===== src/rtl/race_round_sequencer.sv =====
// Match controller for the two-lane LED race: round sequencing, scoring and
// round-robin arbitration of the shared speed-boost between motor and car.
module race_round_sequencer #(
  parameter int COUNT_START = 3,
  parameter int WIN_SCORE   = 3,
  parameter int BOOST_TICKS = 4,
  parameter int BOOST_LIMIT = 2,
  parameter int END_HOLD    = 2
) (
  input  logic       myclk27,
  input  logic       rst,
  input  logic       en,
  input  logic       start,
  input  logic       m_finish,
  input  logic       c_finish,
  input  logic       m_boost_req,
  input  logic       c_boost_req,
  output logic       race_en,
  output logic       round_rst,
  output logic       m_boost,
  output logic       c_boost,
  output logic [1:0] m_score,
  output logic [1:0] c_score,
  output logic [2:0] countdown,
  output logic [1:0] winner
);

  localparam logic [2:0] CNT_INIT   = 3'(COUNT_START);
  localparam logic [1:0] WIN_L      = 2'(WIN_SCORE);
  localparam logic [2:0] BOOST_L    = 3'(BOOST_TICKS);
  localparam logic [1:0] LIMIT_L    = 2'(BOOST_LIMIT);
  localparam logic [2:0] HOLD_L     = 3'(END_HOLD);

  typedef enum logic [2:0] {
    S_IDLE,
    S_COUNTDOWN,
    S_RACE,
    S_ROUND_END,
    S_MATCH_END
  } state_t;

  state_t     state_reg;
  logic [2:0] hold_cnt_reg;
  logic [2:0] boost_cnt_reg;
  logic [1:0] m_budget_reg;
  logic [1:0] c_budget_reg;
  logic       rr_car_reg;

  logic       in_race;
  logic       race_exit;
  logic       match_go;
  logic       budget_refill;
  logic       grant_active;
  logic       m_eligible;
  logic       c_eligible;
  logic [1:0] m_score_inc;
  logic [1:0] c_score_inc;

  assign in_race       = (state_reg == S_RACE);
  assign race_exit     = in_race && (m_finish || c_finish);
  assign match_go      = start && ((state_reg == S_IDLE) || (state_reg == S_MATCH_END));
  assign budget_refill = match_go || ((state_reg == S_ROUND_END) && (hold_cnt_reg == 3'd1));
  assign grant_active  = m_boost || c_boost;
  assign m_eligible    = m_boost_req && (m_budget_reg != 2'd0);
  assign c_eligible    = c_boost_req && (c_budget_reg != 2'd0);
  assign m_score_inc   = m_score + 2'd1;
  assign c_score_inc   = c_score + 2'd1;

  // Round sequencing, scoring and the registered datapath controls.
  always_ff @(posedge myclk27 or posedge rst) begin
    if (rst) begin
      state_reg    <= S_IDLE;
      hold_cnt_reg <= 3'd0;
      countdown    <= 3'd0;
      m_score      <= 2'd0;
      c_score      <= 2'd0;
      winner       <= 2'b00;
      race_en      <= 1'b0;
      round_rst    <= 1'b1;
    end else if (en) begin
      case (state_reg)
        S_IDLE, S_MATCH_END: begin
          if (start) begin
            state_reg <= S_COUNTDOWN;
            countdown <= CNT_INIT;
            m_score   <= 2'd0;
            c_score   <= 2'd0;
            winner    <= 2'b00;
            race_en   <= 1'b0;
            round_rst <= 1'b1;
          end
        end

        S_COUNTDOWN: begin
          if (countdown == 3'd1) begin
            state_reg <= S_RACE;
            countdown <= 3'd0;
            race_en   <= 1'b1;
            round_rst <= 1'b0;
          end else begin
            countdown <= countdown - 3'd1;
          end
        end

        S_RACE: begin
          if (m_finish || c_finish) begin
            race_en      <= 1'b0;
            round_rst    <= 1'b1;
            hold_cnt_reg <= HOLD_L;
            state_reg    <= S_ROUND_END;
            if (m_finish && !c_finish) begin
              m_score <= m_score_inc;
              if (m_score_inc == WIN_L) begin
                state_reg <= S_MATCH_END;
                winner    <= 2'b01;
              end
            end else if (c_finish && !m_finish) begin
              c_score <= c_score_inc;
              if (c_score_inc == WIN_L) begin
                state_reg <= S_MATCH_END;
                winner    <= 2'b10;
              end
            end
          end
        end

        S_ROUND_END: begin
          if (hold_cnt_reg == 3'd1) begin
            state_reg    <= S_COUNTDOWN;
            countdown    <= CNT_INIT;
            hold_cnt_reg <= 3'd0;
          end else begin
            hold_cnt_reg <= hold_cnt_reg - 3'd1;
          end
        end

        default: begin
          state_reg <= S_IDLE;
          race_en   <= 1'b0;
          round_rst <= 1'b1;
        end
      endcase
    end
  end

  // Boost arbiter: arbitrates only while no grant is up, so the cycle that
  // drops a grant is always followed by at least one idle tick.
  always_ff @(posedge myclk27 or posedge rst) begin
    if (rst) begin
      m_boost       <= 1'b0;
      c_boost       <= 1'b0;
      boost_cnt_reg <= 3'd0;
      m_budget_reg  <= LIMIT_L;
      c_budget_reg  <= LIMIT_L;
      rr_car_reg    <= 1'b0;
    end else if (en) begin
      if (budget_refill) begin
        m_budget_reg <= LIMIT_L;
        c_budget_reg <= LIMIT_L;
      end

      if (!in_race || race_exit) begin
        m_boost       <= 1'b0;
        c_boost       <= 1'b0;
        boost_cnt_reg <= 3'd0;
      end else if (grant_active) begin
        if (boost_cnt_reg == 3'd1) begin
          m_boost       <= 1'b0;
          c_boost       <= 1'b0;
          boost_cnt_reg <= 3'd0;
        end else begin
          boost_cnt_reg <= boost_cnt_reg - 3'd1;
        end
      end else if (m_eligible && (!c_eligible || !rr_car_reg)) begin
        m_boost       <= 1'b1;
        boost_cnt_reg <= BOOST_L;
        m_budget_reg  <= m_budget_reg - 2'd1;
        rr_car_reg    <= 1'b1;
      end else if (c_eligible) begin
        c_boost       <= 1'b1;
        boost_cnt_reg <= BOOST_L;
        c_budget_reg  <= c_budget_reg - 2'd1;
        rr_car_reg    <= 1'b0;
      end
    end
  end

endmodule


===== config.mk =====
export PLATFORM = sky130hd
export DESIGN_NAME = race_round_sequencer
export DESIGN_NICKNAME = d
export VERILOG_FILES = /design/src/rtl/race_round_sequencer.sv
export SDC_FILE = /design/constraint.sdc
export NUM_CORES = 1
export LEC_CHECK = 0
export CORE_MARGIN = 5
export CORE_UTILIZATION = 45
export CTS_CLUSTER_DIAMETER = 100
export DETAILED_ROUTE_END_ITERATION = 8
export HOLD_SLACK_MARGIN = 0.06
export PLACE_DENSITY_LB_ADDON = 0.3
export SETUP_SLACK_MARGIN = 0.2
export SYNTH_ARGS = -nofsm -noshare
export SYNTH_HDL_FRONTEND = slang
export SYNTH_SLANG_ARGS = --single-unit

===== constraint.sdc =====
create_clock -name myclk27 -period 3.74 [get_ports myclk27]
set_input_delay 0.748 -clock myclk27 [delete_from_list [all_inputs] [get_ports myclk27]]
set_output_delay 0.748 -clock myclk27 [all_outputs]
set_load 0.05 [all_outputs]

==> qor.txt, run 1 <==
Inserted Clock Buffers - 3
DRT Wirelength - 3470 um
WHS Endpoint - m_budget_reg[0]
RSZ-0062 raised after global routing - no
number of global-route vias before repair - 1424
first-pass GRT wire length - 6396 um
combinational power share - 45.4%
# diodes - 0
CP Capture Type - register
initial antenna violation count - 0
total power - 1.131 mW
critical path required time - 3.91 ns
gp weighted congestion - 0.8445
worst-margin pin slew - 1.053 ns
max-cap viol count - 0
Nets - 212
multi-input logic area - 903.4 sq um
CTS tree - done
Synth cell types - 53
Clock power frac - 15.0%
syn avg cell area - 9.706 sq um
clk sinks - 27
post-cts sizing count - 0
Power Dens Cells - 578.4 mW/mm^2
async set-or-reset flop fraction in the synthesized netlist - 100.0%
fin cells - 241
sw power - 0.4841 mW
setup bufs post-CTS - 0
Hold Path Depth - 1
final worst-path cycle share - 63.45%
CTS root buf - clkbuf_8
GRT Overall Usage - 15.37%
worst slack at placement - 1.077 ns
max-slew violation count - 0
CP max FO - 14
Area growth syn-to-layout - 16.47%
die height - 71.09 um
Filler cells - 346
Sequential Area - 679.4 sq um
Clock Latency Late Sink - 0.28 ns
syn nets - 191
Startpoint Class - input port
Layout Skew - 0.005365 ns
RR Startpoint - state_reg[0]
Synth warnings - 0
synthesis-stage register bit count - 27
HPWL after DPL - 2670 um
Final Setup Violations - 0
Post-Place Cells - 237
VDD IR max - 192.6 uV
Port Buffers - 20
critical path class - in -> reg
Fmax - 0.4214 GHz
Internal Power - 0.6470 mW
Post-Syn Area - 0.001679 sq mm
hold_buf cts - 0
setup TNS - 0 ns
die width - 71.09 um
Reg2Reg Depth - 4
Synth Instances - 173
Overflow after GRT - 0
core box area - 0.003633 sq mm
DR WL/cell - 14.40 um
hold crit path type - reg -> reg
Hold Crit Start - m_budget_reg[0]
largest net degree at the start of global routing - 28
flop-to-flop setup slack - 1.83 ns
routed vias - 1347
share of cells above drive strength 1 - 11.92%
minimum clock period - 2.373 ns
sw frac - 42.80%
LEAKAGE - 0.8466 nW
Worst-path clk slew - 0.09 ns
Synth Flop Type - dfrtp_1
1st-iter DRT viols - 91
Seq/Total Area, Yosys - 40.46%
RR Endpoint - state_reg[2]
Seq pwr share - 39.5%
Hold Violations, Final - 0
Max H-tree Level - 1
initial core utilization - 46.21%
final hold slack - 0.4993 ns
CP arrival - 2.54 ns
status - finished clean
post-route setup slack - 1.367 ns
# DRC - 0
max_slew headroom - 29.69%
full die area - 0.005053 sq mm
Bufs on Longest Clock Path - 2
vias per cell - 5.589
Post-DRT Antenna Nets - 0
DR pass1 iterations - 4
number of primary I/O pins - 21
Post-synth EDFFs - 0
std cell rows - 22
[synth_stat cells, types with 2 or more instances]
cell	instances	area share, %
o21ai_0	18	5.4
nor2_1	10	2.2
and4bb_2	2	1.5
o221ai_1	2	1.0
dfstp_2	3	4.7
a31oi_1	2	0.75
dfrtp_1	24	36
and2b_2	2	1.0
inv_1	18	4.0
ha_1	10	7.5
nand2b_1	2	0.75
nor2b_1	9	3.4
a21o_1	2	0.89
nand3b_1	3	1.3
a21oi_1	4	1.2
buf_2	2	0.60
a32o_1	3	1.8
nand2_1	16	3.6
nand3_1	6	1.8
nor3b_1	2	0.89
[worst max path at each step]
stage,from,end,depth (start not counted)
2_1_floorplan,countdown[0],state_reg[2],5
3_3_place_gp,en,state_reg[2],5
3_5_place_dp,en,state_reg[2],5
4_1_cts,round_rst,round_rst,1
5_1_grt,en,state_reg[2],5
6_report,en,state_reg[2],5
[metrics by stage]
stage,cell area (sq um),util (%)
floorplan,1679,-
global placement,1911,52.58
detailed placement,1911,52.58
CTS,1956,53.82
global route,1956,53.82
finish,1956,53.82
[routing by layer]
metal	wire (um)	up-vias	track usage, %
li1	-	669	-
met1	1558	646	20.14
met2	1736	27	25.44
met3	121	5	2.273
met4	54	0	6.054
met5	0	-	0
[worst max-delay path, cell delays in order]
cell	delay, ns
clkdlybuf4s50_1	0.76
o31ai_2	0.19
a21o_1	0.23
a211oi_2	0.25
mux2_2	0.36
[cell type report]
type / instances / area share (%)
Timing Repair Buffer: 20 / 10.24
Sequential cell: 27 / 34.74
Tap cell: 48 / 3.071
Multi-Input combinational cell: 124 / 46.19
Clock buffer: 4 / 2.303
Inverter: 18 / 3.455
[placed cells by master, fill, tap and decap left out, types with 4 or more instances in the layout]
cell type	instances
a21oi_1	4
clkdlybuf4s50_1	20
dfrtp_1	24
ha_1	10
inv_1	18
nand2_1	16
nand3_1	6
nor2_1	10
nor2b_1	9
o21ai_0	18
[power groups by stage]
stage                     sequential (mW)  combinational (mW)  clock, mW
after detailed placement            0.453               0.517          0
after floorplan                     0.547               0.284          0
after CTS                           0.447               0.519      0.177
final                               0.447               0.514      0.170
after global routing                0.464               0.570      0.189
after global placement              0.449               0.500          0
[logic make-up (layout without fill, tap and decap cells)]
kind of cell,count (synthesis),in the layout,synth area share [%]
multiplexers,1,1,0.6706
AO/OA/AOI/OAI,50,50,22.88
adder cells (fa/ha/maj),10,10,7.452
buffers and inverters,22,42,5.738
flip-flops,27,27,40.46
AND/OR/NAND/NOR,63,63,22.80
Note: power is estimated with default switching activity, not from simulation.
==> run 2, diff against run 1 <==
- clock period: 3.74 -> 2.2 ns (I/O delays scaled with it)
==> qor.txt, run 2 (synthesized netlist as in run 1, its figures left out) <==
Fmax - 0.5083 GHz
VDD IR max - 436.7 uV (was 192.6 uV)
most common cell after layout, fill and taps aside - dfrtp_1 (unchanged)
Max H-tree Level - 1 (unchanged)
Hold Violations, Final - 0 (unchanged)
Startpoint Class - register (was input port)
full die area - 0.005053 sq mm (unchanged)
max_slew headroom - 59.76% (was 29.69%)
GRT Overall Usage - 15.36% (was 15.37%)
clk sinks - 27 (unchanged)
Crit path buffers/inverters - 1 (unchanged)
Clock Latency Late Sink - 0.27 ns (was 0.28 ns)
Area growth syn-to-layout - 21.09% (was 16.47%)
final worst-path cycle share - 89.43%
Nets - 221 (was 212)
Slowest-stage cell, CP - clkdlybuf4s50_1 (unchanged)
Critical Path Max Stage Delay - 0.83 ns (was 0.76 ns)
die height - 71.09 um (unchanged)
critical path required time - 1.76 ns (was 3.91 ns)
1st-iter DRT viols - 80 (was 91)
gp weighted congestion - 0.8499 (was 0.8445)
hold crit path type - reg -> reg (unchanged)
minimum clock period - 1.967 ns
# DRC - 0 (unchanged)
share of cells above drive strength 1 - 16.34% (was 11.92%)
CTS tree - done (unchanged)
CP arrival - 1.53 ns (was 2.54 ns)
core box area - 0.003633 sq mm (unchanged)
number of global-route vias before repair - 1398 (was 1424)
most frequent cells in the layout - dfrtp_1 (24), o21ai_0 (18), inv_1 (18) (was dfrtp_1 (24), clkdlybuf4s50_1 (20), o21ai_0 (18), inv_1 (18), nand2_1 (16))
DR pass1 iterations - 4 (unchanged)
Layout Skew - 0.001448 ns (was 0.005365 ns)
routed vias - 1384 (was 1347)
Final Setup Violations - 0 (unchanged)
vias per cell - 5.536 (was 5.589)
Worst-path clk slew - 0.09 ns (about the same)
initial core utilization - 46.21% (unchanged)
Core Util, Final - 55.96% (was 53.82%)
Power Dens Cells - 956.3 mW/mm^2 (was 578.4 mW/mm^2)
CTS root buf - clkbuf_8 (unchanged)
worst-margin pin slew - 0.6035 ns (was 1.053 ns)
first-pass GRT wire length - 6334 um (was 6396 um)
max-slew violation count - 0 (unchanged)
# diodes - 0 (unchanged)
LEAKAGE - 0.9203 nW (was 0.8466 nW)
DR WL/cell - 14.43 um (was 14.40 um)
design area - 0.002033 sq mm (was 0.001956 sq mm)
critical path class - reg -> out (was in -> reg)
placed inst area - 0.001978 sq mm (was 0.001911 sq mm)
worst path cell trace - clkdlybuf4s50_1 (was clkdlybuf4s50_1 -> o31ai_2 -> a21o_1 -> a211oi_2 -> mux2_2)
status - finished clean (unchanged)
setup bufs post-CTS - 0 (unchanged)
HPWL after DPL - 2809 um (was 2670 um)
die width - 71.09 um (unchanged)
RSZ-0062 raised after global routing - yes (was no)
setup TNS - 0 ns (unchanged)
Bufs on Longest Clock Path - 2 (unchanged)
cell family with most CP delay - buffers and inverters (unchanged)
Post-DRT Antenna Nets - 0 (unchanged)
CP max FO - 4 (was 14)
largest net degree at the start of global routing - 28 (unchanged)
Port Buffers - 20 (unchanged)
std cell rows - 22 (unchanged)
CP Capture Type - output pin (was register)
max-cap viol count - 0 (unchanged)
Filler cells - 321 (was 346)
Inserted Clock Buffers - 3 (unchanged)
number of primary I/O pins - 21 (unchanged)
DRT Wirelength - 3607 um (was 3470 um)
Overflow after GRT - 0 (unchanged)
initial antenna violation count - 0 (unchanged)
## run 2: cell count changes in the layout (fill, tap and decap cells not counted)
| cell | before | now |
|---|---|---|
| buf_4 | 0 | 9 |
| clkdlybuf4s50_1 | 20 | 17 |
| dlygate4sd2_1 | 0 | 1 |
| dlymetal6s2s_1 | 0 | 2 |
| nor4_1 | 1 | 0 |
| nor4_2 | 0 | 1 |
## run 2: what timing repair did
item | CTS | global route
setup endpoints to repair | 1 | 5
hold buffers | 0 | 0
gates resized for setup | 1 | 3
## run 2: worst paths after layout
path	start	to	slack, ns	cells after the start
worst max register to register	state_reg[1]	winner[1]	0.31	5
min in group asynchronous	rst	countdown[0]	0.53	3
worst max-delay path	m_boost	m_boost	0.23	1
max in group asynchronous	rst	m_budget_reg[1]	1.37	3
worst min register to register	c_budget_reg[1]	c_budget_reg[1]	0.51	2
worst min-delay path	c_budget_reg[1]	c_budget_reg[1]	0.51	2
## run 2: cell type report
| cell class | instances | area (sq um) | area share, % |
|---|---|---|---|
| Sequential cell | 27 | 679.4 | 33.42 |
| Inverter | 18 | 67.56 | 3.323 |
| Timing Repair Buffer | 29 | 271.5 | 13.35 |
| Clock buffer | 4 | 45.04 | 2.215 |
| Tap cell | 48 | 60.06 | 2.954 |
| Multi-Input combinational cell | 124 | 909.6 | 44.74 |
## run 2: power by group
part | switching, mW | internal (mW) | total (mW)
Combinational | 0.542 | 0.362 | 0.903
Clock | 0.149 | 0.130 | 0.279
Sequential | 0.135 | 0.627 | 0.762
Total | 0.826 | 1.12 | 1.94
## run 2: layer usage
metal / vias up / wire length, um / track usage (%)
met4: 0 / 18 / 4.175
met2: 26 / 1759 / 26.98
met5: - / 0 / 0
met1: 669 / 1659 / 19.59
met3: 2 / 170 / 2.273
li1: 687 / - / -
## run 2: worst reg2reg max path, stage by stage, from the launching register on
cell and delay [ns]:
dfrtp_1 0.64, nor3b_2 0.46, a21o_1 0.24, a211oi_2 0.07, buf_4 0.14, a32o_1 0.24
## run 2: stage by stage
stage          std cells  hold WS (ns)  power (mW)  setup WS (ns)
3_3_place_gp         246        0.4767       1.651        0.02470
6_report             250        0.5061       1.944         0.2325
4_1_cts              250        0.5083       1.969         0.2431
3_5_place_dp         246        0.4866       1.689        0.02615
5_1_grt              250        0.5165       2.105         0.1894
2_1_floorplan        173        0.4599       1.414         0.3993
==> run 3, diff against run 2 <==
- CORE_MARGIN: 5 -> 2
- RECOVER_POWER: not set -> 50
- clock period: 2.2 -> 2.37 ns (I/O delays scaled with it)
==> qor.txt, run 3 (synthesized netlist as in run 1, its figures left out) <==
status - finished clean (unchanged)
worst path cell trace - clkdlybuf4s50_1 (unchanged)
# DRC - 0 (unchanged)
die width - 65.09 um (was 71.09 um)
DR WL/cell - 14.02 um (was 14.43 um)
VDD IR max - 295.7 uV (was 436.7 uV)
die height - 65.09 um (was 71.09 um)
Bufs on Longest Clock Path - 2 (unchanged)
largest net degree at the start of global routing - 28 (unchanged)
Filler cells - 347 (was 321)
setup bufs post-CTS - 0 (unchanged)
gp weighted congestion - 0.8652 (was 0.8499)
routed vias - 1382 (was 1384)
hold crit path type - reg -> reg (unchanged)
initial core utilization - 46.21% (unchanged)
std cell rows - 22 (unchanged)
HPWL after DPL - 2633 um (was 2809 um)
final worst-path cycle share - 87.59%
CTS root buf - clkbuf_8 (unchanged)
worst-margin pin slew - 1.475 ns (was 0.6035 ns)
core box area - 0.003633 sq mm (unchanged)
max_slew headroom - 1.656% (was 59.76%)
Port Buffers - 20 (unchanged)
Final Setup Violations - 0 (unchanged)
CP arrival - 1.60 ns (was 1.53 ns)
RSZ-0062 raised after global routing - no (was yes)
Inserted Clock Buffers - 3 (unchanged)
Layout Skew - 0.002136 ns (was 0.001448 ns)
DR pass1 iterations - 4 (unchanged)
1st-iter DRT viols - 71 (was 80)
setup TNS - 0 ns (unchanged)
number of global-route vias before repair - 1387 (was 1398)
vias per cell - 5.618 (was 5.536)
share of cells above drive strength 1 - 12.12% (was 16.34%)
Post-DRT Antenna Nets - 0 (unchanged)
Power Dens Cells - 894.6 mW/mm^2 (was 956.3 mW/mm^2)
Area growth syn-to-layout - 16.99% (was 21.09%)
Max H-tree Level - 1 (unchanged)
critical path required time - 1.90 ns (was 1.76 ns)
Startpoint Class - register (unchanged)
# diodes - 0 (unchanged)
most frequent cells in the layout - dfrtp_1 (24), clkdlybuf4s50_1 (20), o21ai_0 (18), inv_1 (18), nand2_1 (16) (was dfrtp_1 (24), o21ai_0 (18), inv_1 (18))
DRT Wirelength - 3449 um (was 3607 um)
minimum clock period - 2.076 ns
max-cap viol count - 0 (unchanged)
LEAKAGE - 0.8609 nW (was 0.9203 nW)
most common cell after layout, fill and taps aside - dfrtp_1 (unchanged)
Overflow after GRT - 0 (unchanged)
Fmax - 0.4817 GHz
clk sinks - 27 (unchanged)
critical path class - reg -> out (unchanged)
GRT Overall Usage - 18.00% (was 15.36%)
CP max FO - 2 (was 4)
hold_buf cts - 0 (unchanged)
Crit path buffers/inverters - 1 (unchanged)
Nets - 217 (was 221)
final hold slack - 0.4932 ns (was 0.5061 ns)
max-slew violation count - 0 (unchanged)
number of primary I/O pins - 21 (unchanged)
Sequential Area - 679.4 sq um (unchanged)
Slowest-stage cell, CP - clkdlybuf4s50_1 (unchanged)
initial antenna violation count - 0 (unchanged)
cell family with most CP delay - buffers and inverters (unchanged)
full die area - 0.004236 sq mm (was 0.005053 sq mm)
Hold Violations, Final - 0 (unchanged)
CTS tree - done (unchanged)
CP Capture Type - output pin (unchanged)
Worst-path clk slew - 0.09 ns (about the same)
Clock Latency Late Sink - 0.26 ns (was 0.27 ns)
Critical Path Max Stage Delay - 0.79 ns (was 0.83 ns)
multi-input logic area - 878.3 sq um (was 909.6 sq um)
post-cts sizing count - 0 (was 1)
first-pass GRT wire length - 6044 um (was 6334 um)
total power - 1.757 mW (was 1.944 mW)
run 3: cell types whose count changed in the layout (fill, tap and decap cells not counted), sizes merged:
cell	before	now
clkdlybuf4s50	17	20
dlygate4sd2	1	0
clkbuf	4	5
dlymetal6s2s	2	0
buf	9	4
run 3: metrics by stage:
stage | util [%] | std cells | cell area [sq um] | worst slack (ns)
6_report | 54.06 | 246 | 1964 | 0.2941
3_3_place_gp | 53.62 | 242 | 1948 | 0.1662
2_1_floorplan | - | 173 | 1679 | 0.5693
4_1_cts | 54.86 | 246 | 1993 | 0.2791
5_1_grt | 54.06 | 246 | 1964 | 0.1651
3_5_place_dp | 53.62 | 242 | 1948 | 0.1378
run 3: area by class of cell:
cell class / instances / area share (%)
multi-input cells: 124 / 44.71
well taps: 48 / 3.057
clock buffers: 4 / 2.293
flip-flops and latches: 27 / 34.59
inverters: 18 / 3.439
repair buffers: 25 / 11.91
run 3: power by group:
group          internal, mW  leakage (nW)  switching (mW)
registers             0.583         0.350           0.116
logic                 0.313         0.489           0.490
clock network         0.120        0.0228           0.136
total                  1.02         0.861           0.742
run 3: final timing paths:
check,startpoint,cells after the start,end,slack [ns]
worst min register to register,m_budget_reg[0],1,m_budget_reg[0],0.49
worst max register to register,state_reg[0],5,countdown[2],0.37
worst min-delay path,m_budget_reg[0],1,m_budget_reg[0],0.49
max in group asynchronous,rst,3,countdown[2],0.51
min in group asynchronous,rst,3,countdown[0],1.00
worst max-delay path,round_rst,1,round_rst,0.29
run 3: per-layer routing:
layer,global-route usage [%],wire [um],part of all wire (%),up-vias
met5,0,0,0,-
met4,5.729,49,1.4,0
met3,3.125,125,3.6,8
met2,29.38,1726,50,32
met1,24.34,1548,45,664
li1,-,-,-,678
